File: src/rtl/alu_operand_stage_if.sv
// ID/EX operand-stage bundle: ID fields, forward sources and EX outputs.
interface alu_operand_stage_if;
  logic        stall;
  logic        flush;
  logic        id_valid;
  logic [31:0] id_rs_data;
  logic [31:0] id_rt_data;
  logic [31:0] id_imm;
  logic [4:0]  id_rs;
  logic [4:0]  id_rt;
  logic [4:0]  id_rd;
  logic [1:0]  id_alu_op;
  logic [5:0]  id_funct;
  logic        id_alu_src;
  logic        id_reg_write;
  logic        id_mem_read;
  logic        exmem_reg_write;
  logic [4:0]  exmem_rd;
  logic [31:0] exmem_result;
  logic        memwb_reg_write;
  logic [4:0]  memwb_rd;
  logic [31:0] memwb_result;
  logic [31:0] data1;
  logic [31:0] data2;
  logic [2:0]  ALUctrl;
  logic        ex_valid;
  logic        ex_reg_write;
  logic        ex_mem_read;
  logic [4:0]  ex_rd;
  logic [31:0] ex_store_data;
  logic        load_use_stall;

  modport master (
    output stall, flush, id_valid,
    output id_rs_data, id_rt_data, id_imm,
    output id_rs, id_rt, id_rd,
    output id_alu_op, id_funct, id_alu_src,
    output id_reg_write, id_mem_read,
    output exmem_reg_write, exmem_rd,
    output exmem_result,
    output memwb_reg_write, memwb_rd,
    output memwb_result,
    input  data1, data2, ALUctrl,
    input  ex_valid, ex_reg_write,
    input  ex_mem_read, ex_rd,
    input  ex_store_data, load_use_stall
  );

  modport slave (
    input  stall, flush, id_valid,
    input  id_rs_data, id_rt_data, id_imm,
    input  id_rs, id_rt, id_rd,
    input  id_alu_op, id_funct, id_alu_src,
    input  id_reg_write, id_mem_read,
    input  exmem_reg_write, exmem_rd,
    input  exmem_result,
    input  memwb_reg_write, memwb_rd,
    input  memwb_result,
    output data1, data2, ALUctrl,
    output ex_valid, ex_reg_write,
    output ex_mem_read, ex_rd,
    output ex_store_data, load_use_stall
  );
endinterface

File: src/rtl/alu_operand_stage.sv
// ID/EX register with ALU control decode, operand forwarding
// and load-use bubble insertion.
module alu_operand_stage (
  input logic              clk,
  input logic              rst,
  alu_operand_stage_if.slave bus
);

  typedef struct packed {
    logic        valid;
    logic        reg_write;
    logic        mem_read;
    logic [4:0]  rd;
    logic [4:0]  rs;
    logic [4:0]  rt;
    logic [31:0] rs_data;
    logic [31:0] rt_data;
    logic [31:0] imm;
    logic        alu_src;
    logic        shift;
    logic [2:0]  ctrl;
  } id_ex_t;

  id_ex_t ex_q;
  id_ex_t ex_d;

  logic [2:0]  ctrl_dec;
  logic        shift_dec;
  logic        lu_stall;
  logic [31:0] rs_fwd;
  logic [31:0] rt_fwd;

  always_comb begin
    ctrl_dec  = 3'b000;
    shift_dec = 1'b0;
    unique case (bus.id_alu_op)
      2'b00: ctrl_dec = 3'b000;
      2'b01: ctrl_dec = 3'b001;
      2'b11: ctrl_dec = 3'b011;
      default: begin
        unique case (1'b1)
          bus.id_funct == 6'b100000: ctrl_dec = 3'b000;
          bus.id_funct == 6'b100010: ctrl_dec = 3'b001;
          bus.id_funct == 6'b100100: ctrl_dec = 3'b010;
          bus.id_funct == 6'b100101: ctrl_dec = 3'b011;
          bus.id_funct == 6'b000000: begin
            ctrl_dec  = 3'b100;
            shift_dec = 1'b1;
          end
          bus.id_funct == 6'b000010: begin
            ctrl_dec  = 3'b101;
            shift_dec = 1'b1;
          end
          default: ctrl_dec = 3'b000;
        endcase
      end
    endcase
  end

  always_comb begin
    ex_d.valid     = bus.id_valid;
    ex_d.reg_write = bus.id_reg_write & bus.id_valid;
    ex_d.mem_read  = bus.id_mem_read & bus.id_valid;
    ex_d.rd        = bus.id_rd;
    ex_d.rs        = bus.id_rs;
    ex_d.rt        = bus.id_rt;
    ex_d.rs_data   = bus.id_rs_data;
    ex_d.rt_data   = bus.id_rt_data;
    ex_d.imm       = bus.id_imm;
    ex_d.alu_src   = bus.id_alu_src;
    ex_d.shift     = shift_dec;
    ex_d.ctrl      = ctrl_dec;
  end

  // The load sits in EX; its value only exists after MEM.
  assign lu_stall = ex_q.valid & ex_q.mem_read
                  & (ex_q.rd != 5'd0) & bus.id_valid
                  & ((ex_q.rd == bus.id_rs)
                   | (ex_q.rd == bus.id_rt));

  always_ff @(posedge clk) begin
    if (rst) begin
      ex_q <= '0;
    end else if (bus.flush) begin
      ex_q.valid     <= 1'b0;
      ex_q.reg_write <= 1'b0;
      ex_q.mem_read  <= 1'b0;
    end else if (bus.stall) begin
      ex_q <= ex_q;
    end else if (lu_stall) begin
      ex_q.valid     <= 1'b0;
      ex_q.reg_write <= 1'b0;
      ex_q.mem_read  <= 1'b0;
    end else begin
      ex_q <= ex_d;
    end
  end

  logic em_rs, mw_rs, em_rt, mw_rt;

  assign em_rs = bus.exmem_reg_write
               & (bus.exmem_rd != 5'd0)
               & (bus.exmem_rd == ex_q.rs);
  assign mw_rs = bus.memwb_reg_write
               & (bus.memwb_rd != 5'd0)
               & (bus.memwb_rd == ex_q.rs);
  assign em_rt = bus.exmem_reg_write
               & (bus.exmem_rd != 5'd0)
               & (bus.exmem_rd == ex_q.rt);
  assign mw_rt = bus.memwb_reg_write
               & (bus.memwb_rd != 5'd0)
               & (bus.memwb_rd == ex_q.rt);

  always_comb begin
    rs_fwd = ex_q.rs_data;
    if (em_rs)      rs_fwd = bus.exmem_result;
    else if (mw_rs) rs_fwd = bus.memwb_result;
  end

  always_comb begin
    rt_fwd = ex_q.rt_data;
    if (em_rt)      rt_fwd = bus.exmem_result;
    else if (mw_rt) rt_fwd = bus.memwb_result;
  end

  always_comb begin
    bus.data1 = rs_fwd;
    bus.data2 = ex_q.alu_src ? ex_q.imm : rt_fwd;
    if (ex_q.shift) begin
      bus.data1 = rt_fwd;
      bus.data2 = {27'b0, ex_q.imm[10:6]};
    end
  end

  assign bus.ALUctrl        = ex_q.ctrl;
  assign bus.ex_valid       = ex_q.valid;
  assign bus.ex_reg_write   = ex_q.reg_write;
  assign bus.ex_mem_read    = ex_q.mem_read;
  assign bus.ex_rd          = ex_q.rd;
  assign bus.ex_store_data  = rt_fwd;
  assign bus.load_use_stall = lu_stall;

endmodule

File: src/flat_wrapper.sv
// flat-port wrapper written by rule: the top's interface ports become plain ports
module alu_operand_stage_flat 
  (clk, rst, bus_stall, bus_flush, bus_id_valid, bus_id_rs_data, bus_id_rt_data, bus_id_imm, bus_id_rs, bus_id_rt, bus_id_rd, bus_id_alu_op, bus_id_funct, bus_id_alu_src, bus_id_reg_write, bus_id_mem_read, bus_exmem_reg_write, bus_exmem_rd, bus_exmem_result, bus_memwb_reg_write, bus_memwb_rd, bus_memwb_result, bus_data1, bus_data2, bus_ALUctrl, bus_ex_valid, bus_ex_reg_write, bus_ex_mem_read, bus_ex_rd, bus_ex_store_data, bus_load_use_stall);
  alu_operand_stage_if bus_i ();
  input logic clk;
  input logic rst;
  input wire logic [$bits(bus_i.stall)-1:0] bus_stall;
  input wire logic [$bits(bus_i.flush)-1:0] bus_flush;
  input wire logic [$bits(bus_i.id_valid)-1:0] bus_id_valid;
  input wire logic [$bits(bus_i.id_rs_data)-1:0] bus_id_rs_data;
  input wire logic [$bits(bus_i.id_rt_data)-1:0] bus_id_rt_data;
  input wire logic [$bits(bus_i.id_imm)-1:0] bus_id_imm;
  input wire logic [$bits(bus_i.id_rs)-1:0] bus_id_rs;
  input wire logic [$bits(bus_i.id_rt)-1:0] bus_id_rt;
  input wire logic [$bits(bus_i.id_rd)-1:0] bus_id_rd;
  input wire logic [$bits(bus_i.id_alu_op)-1:0] bus_id_alu_op;
  input wire logic [$bits(bus_i.id_funct)-1:0] bus_id_funct;
  input wire logic [$bits(bus_i.id_alu_src)-1:0] bus_id_alu_src;
  input wire logic [$bits(bus_i.id_reg_write)-1:0] bus_id_reg_write;
  input wire logic [$bits(bus_i.id_mem_read)-1:0] bus_id_mem_read;
  input wire logic [$bits(bus_i.exmem_reg_write)-1:0] bus_exmem_reg_write;
  input wire logic [$bits(bus_i.exmem_rd)-1:0] bus_exmem_rd;
  input wire logic [$bits(bus_i.exmem_result)-1:0] bus_exmem_result;
  input wire logic [$bits(bus_i.memwb_reg_write)-1:0] bus_memwb_reg_write;
  input wire logic [$bits(bus_i.memwb_rd)-1:0] bus_memwb_rd;
  input wire logic [$bits(bus_i.memwb_result)-1:0] bus_memwb_result;
  output wire logic [$bits(bus_i.data1)-1:0] bus_data1;
  output wire logic [$bits(bus_i.data2)-1:0] bus_data2;
  output wire logic [$bits(bus_i.ALUctrl)-1:0] bus_ALUctrl;
  output wire logic [$bits(bus_i.ex_valid)-1:0] bus_ex_valid;
  output wire logic [$bits(bus_i.ex_reg_write)-1:0] bus_ex_reg_write;
  output wire logic [$bits(bus_i.ex_mem_read)-1:0] bus_ex_mem_read;
  output wire logic [$bits(bus_i.ex_rd)-1:0] bus_ex_rd;
  output wire logic [$bits(bus_i.ex_store_data)-1:0] bus_ex_store_data;
  output wire logic [$bits(bus_i.load_use_stall)-1:0] bus_load_use_stall;
  assign bus_i.stall = bus_stall;
  assign bus_i.flush = bus_flush;
  assign bus_i.id_valid = bus_id_valid;
  assign bus_i.id_rs_data = bus_id_rs_data;
  assign bus_i.id_rt_data = bus_id_rt_data;
  assign bus_i.id_imm = bus_id_imm;
  assign bus_i.id_rs = bus_id_rs;
  assign bus_i.id_rt = bus_id_rt;
  assign bus_i.id_rd = bus_id_rd;
  assign bus_i.id_alu_op = bus_id_alu_op;
  assign bus_i.id_funct = bus_id_funct;
  assign bus_i.id_alu_src = bus_id_alu_src;
  assign bus_i.id_reg_write = bus_id_reg_write;
  assign bus_i.id_mem_read = bus_id_mem_read;
  assign bus_i.exmem_reg_write = bus_exmem_reg_write;
  assign bus_i.exmem_rd = bus_exmem_rd;
  assign bus_i.exmem_result = bus_exmem_result;
  assign bus_i.memwb_reg_write = bus_memwb_reg_write;
  assign bus_i.memwb_rd = bus_memwb_rd;
  assign bus_i.memwb_result = bus_memwb_result;
  assign bus_data1 = bus_i.data1;
  assign bus_data2 = bus_i.data2;
  assign bus_ALUctrl = bus_i.ALUctrl;
  assign bus_ex_valid = bus_i.ex_valid;
  assign bus_ex_reg_write = bus_i.ex_reg_write;
  assign bus_ex_mem_read = bus_i.ex_mem_read;
  assign bus_ex_rd = bus_i.ex_rd;
  assign bus_ex_store_data = bus_i.ex_store_data;
  assign bus_load_use_stall = bus_i.load_use_stall;
  alu_operand_stage u_core (.clk(clk), .rst(rst), .bus(bus_i));
endmodule
File: config.mk
export PLATFORM = sky130hd
export DESIGN_NAME = alu_operand_stage_flat
export DESIGN_NICKNAME = d
export VERILOG_FILES = /design/src/rtl/alu_operand_stage_if.sv /design/src/rtl/alu_operand_stage.sv /design/src/flat_wrapper.sv
export SDC_FILE = /design/constraint.sdc
export NUM_CORES = 1
export LEC_CHECK = 0
export ABC_AREA = 1
export BUFFER_PORTS_ARGS = -buffer_cell sky130_fd_sc_hd__buf_2
export CAP_MARGIN = 10
export CELL_PAD_IN_SITES_DETAIL_PLACEMENT = 1
export CELL_PAD_IN_SITES_GLOBAL_PLACEMENT = 1
export CORE_MARGIN = 4
export CORE_UTILIZATION = 36
export DETAILED_ROUTE_END_ITERATION = 8
export PLACE_DENSITY_LB_ADDON = 0.1
export SETUP_SLACK_MARGIN = 0.3
export SYNTH_ARGS = -nofsm -noshare
export SYNTH_HDL_FRONTEND = slang
export SYNTH_SLANG_ARGS = --single-unit
export TNS_END_PERCENT = 100
File: constraint.sdc
create_clock -name clk -period 2.8 [get_ports clk]
set_input_delay 0.14 -clock clk [delete_from_list [all_inputs] [get_ports clk]]
set_output_delay 0.14 -clock clk [all_outputs]
set_load 0.05 [all_outputs]
==> results.yml <==
pwr:
  comb_power_share: 0.352
  switching_share: 0.3979
  peakVddDrop_mv: 0.3066
  p_clk_frac: 0.354
  power_density_nw_per_um2: 511.9
  p_leak_nw: 7.506
  p_int_w: 0.003816
  p_seq_frac: 0.294
  power.switching_w: 0.002521
layout:
  fin_cells: 2310
  stdcell_area_um2: 12380
  seqCellArea_um2: 2366
  nNetsFinal: 2164
  multi_input_area_um2: 5157
  syn_to_final_growth_pct: 33.23
  fin_util: 0.4902
  fillers: 3624
  layout-drive-gt1-share: 0.2320
global_routing:
  grt_start_max_net_pins: 58
  grt_pass1_vias: 11670
  antenna_found_initial: 12
  grt_use_total: 0.2952
  grt.overflow.total: 0
  grt_first_pass_wirelength_mm: 65.83
hold_path:
  hold_class: "input port to register"
  min_from: "bus_stall"
  whs_endpoint: "u_core.bus.ex_reg_write"
  whs_path_depth: 3
sta:
  worst_slew_pin_slew_ns: 0.6561
  fin_crit_sh: 0.8900
  relSlewSlack: 0.5626
  fin_ws_ns: 0.3079
  tns_ns: 0
  finalSetupViolations: 0
  hold_viol_final: 0
  period_minus_slack_ns: 2.492
  slew_violations: 0
  fmax_mhz: 401.3
  fin_worst_skew_ns: 0.01658
  rsz0062_at_grt: "yes"
synth:
  synth_top_area_share: 0.2542
  synth_cell_types: 27
  synth_area_leader_cell: "dfxtp_1"
  synth_flop_cell: "dfxtp_1"
  synthTopCellsByArea: "dfxtp_1 25%, nand2_1 21%, inv_1 15%, nand3_1 11%, nand4_1 8.1%"
  synth.avg_cell_area_um2: 5.437
  netlist_area_um2: 9291
  syn_nets: 1912
  synth.most_common_cell: "nand2_1"
  yosys_warnings: 0
  ys_async_sr_fraction: 0
  synth_edf_count: 0
  ys_seq_area_frac: 0.2542
  ys_ff_latch: 118
  netlist_instances: 1709
  yosys-top-cells-count: "524 x nand2_1, 377 x inv_1, 205 x nand3_1"
detailed_routing:
  drc: 0
  antenna_left: 0
  wirelength_mm: 44.21
  wire_per_inst_um: 19.14
  viasPerCell: 5.095
  drt_iter0_markers: 822
  dr_total_vias: 11770
  dr.pass1.iters: 5
worst_setup_path:
  end_kind: "output port"
  path_class: "register to output port"
  slowest_stage: "dfxtp_2"
  worst_path_most_repeated_cell: "nand2_2"
  rrSetupSlack_ns: 0.71
  slowest_delay_ns: 0.35
  critPathMaxFanout: 8
  cp.arrival_ns: 2.35
  crit_chain: "xor2_2 -> nor3_4 -> buf_6 -> buf_12 -> nand3_1 -> nand2_2 -> nand2_1 -> nand2_2 -> nand2_1 -> nand2_2 -> buf_8"
  start_kind: "register"
  rr_worst_depth: 9
  rr_endpoint: "u_core.ex_q[64]"
  cp.required_ns: 2.66
  r2r_start: "u_core.bus.ex_rd[1]"
clock_network:
  htreeDepth: 4
  cts_tree: "done"
  worstSkewPairLatency_ns: 0.43
  clock_sinks: 118
  cts_inserted_buffers: 17
  cts_root_buf: "clkbuf_16"
  max-clock-path-buffers: 2
  clk_pin_slew_worst_paths_ns: 0.06
die:
  core_area_um2: 25250
  row_count: 58
  die_x_um: 168.7
  die_y_um: 168.7
  io_pins: 311
  initial_core_util: 0.3679
  dieArea_um2: 28440
placement:
  place_inst: 2258
  place_congestion: 0.9545
  place_area_um2: 11060
  dp_slack_ns: 0.3455
  hpwl_mm: 32.16
  port_buffers: 310
status:
  outcome: "completed"
flow_run:
  cap_violations: 0
what timing repair did:
action / CTS / global route
pin swaps: 1 / 9
setup endpoints to repair: 55 / 69
hold buffers: 2 / 0
gates cloned: 1 / 4
hold endpoints to repair: 2 / 0
resized for setup: 27 / 179
setup buffers: 3 / 4
stage by stage:
stage | power, W | hold WS (ns)
floorplan | 0.003236 | 0.2802
global placement | 0.003898 | 0.4194
detailed placement | 0.003922 | 0.4274
CTS | 0.006189 | 0.006396
global route | 0.006634 | 0.01789
finish | 0.006337 | 0.01651
power by group through the flow:
stage               Clock [W]  Sequential (W)  Combinational [W]
detailed placement          0         0.00190            0.00203
global route          0.00235         0.00187            0.00241
floorplan                   0         0.00187            0.00136
global placement            0         0.00189            0.00201
CTS                   0.00226         0.00186            0.00206
finish                0.00224         0.00186            0.00223
final cells by class:
class,count,share of cell area
inverter,387,0.1179
clock buffer,18,0.03548
clock inverter,14,0.01233
antenna,6,0.001213
sequential,118,0.1911
tap,330,0.03335
multi-input combinational,1084,0.4166
timing repair buffer,353,0.1919
critical path: cells and delay by family, from the launching register on:
kind / cells / cell delay (ns)
flip-flops: 1 / 0.35
buffers and inverters: 3 / 0.46
AND/OR/NAND/NOR: 7 / 0.91
XOR/XNOR: 1 / 0.19
per-layer routing:
metal | share of wire | GRT usage | wire length (um) | vias up
met5 | 0.0016 | 0 | 69 | -
met2 | 0.48 | 0.5091 | 21270 | 442
met3 | 0.076 | 0.07170 | 3344 | 97
met1 | 0.40 | 0.3527 | 17720 | 5560
met4 | 0.041 | 0.1196 | 1807 | 14
li1 | - | - | - | 5657
worst max path at each step:
stage	startpoint	slack (ns)	end
after floorplan	u_core.ex_q[103]	0.69	bus_data1[0]
after global placement	bus_exmem_rd[4]	0.38	bus_data1[21]
after detailed placement	bus_exmem_rd[4]	0.35	bus_data1[16]
after CTS	u_core.ex_q[103]	0.29	bus_data1[9]
after global routing	u_core.ex_q[103]	0.20	bus_data1[2]
final	u_core.ex_q[103]	0.31	bus_data1[8]
registers in the layout, summed over array words and instances (netlist names):
signal,flops
u_core.ex_q,107
u_core.bus.ex_rd,5
u_core.bus.ex_valid,1
u_core.bus.ex_mem_read,1
u_core.bus.ex_reg_write,1
u_core.bus.ALUctrl,3
cell usage in the layout, fill, tap and decap left out, drive strengths merged:
cell / count
or2: 32
bufinv: 2
dfxtp: 118
nor3: 5
nor4: 1
inv: 387
nand3: 206
xnor2: 8
o21ai: 2
nand3b: 2
nand2: 525
clkbuf: 31
xor2: 12
a21oi: 39
clkinvlp: 4
nor2: 132
clkinv: 8
nand4: 120
diode: 6
buf: 338
dlygate4sd3: 2
kinds of logic after synthesis:
group                     count (synthesis)  share of synthesized area
AOI/OAI and AO/OA                        41                    0.02289
xor gates and xnor gates                 20                    0.01885
buffers and inverters                   508                     0.2183
DFF                                     118                     0.2542
and+or+nand+nor                        1022                     0.4857
Note: power is estimated with default switching activity, not from simulation.
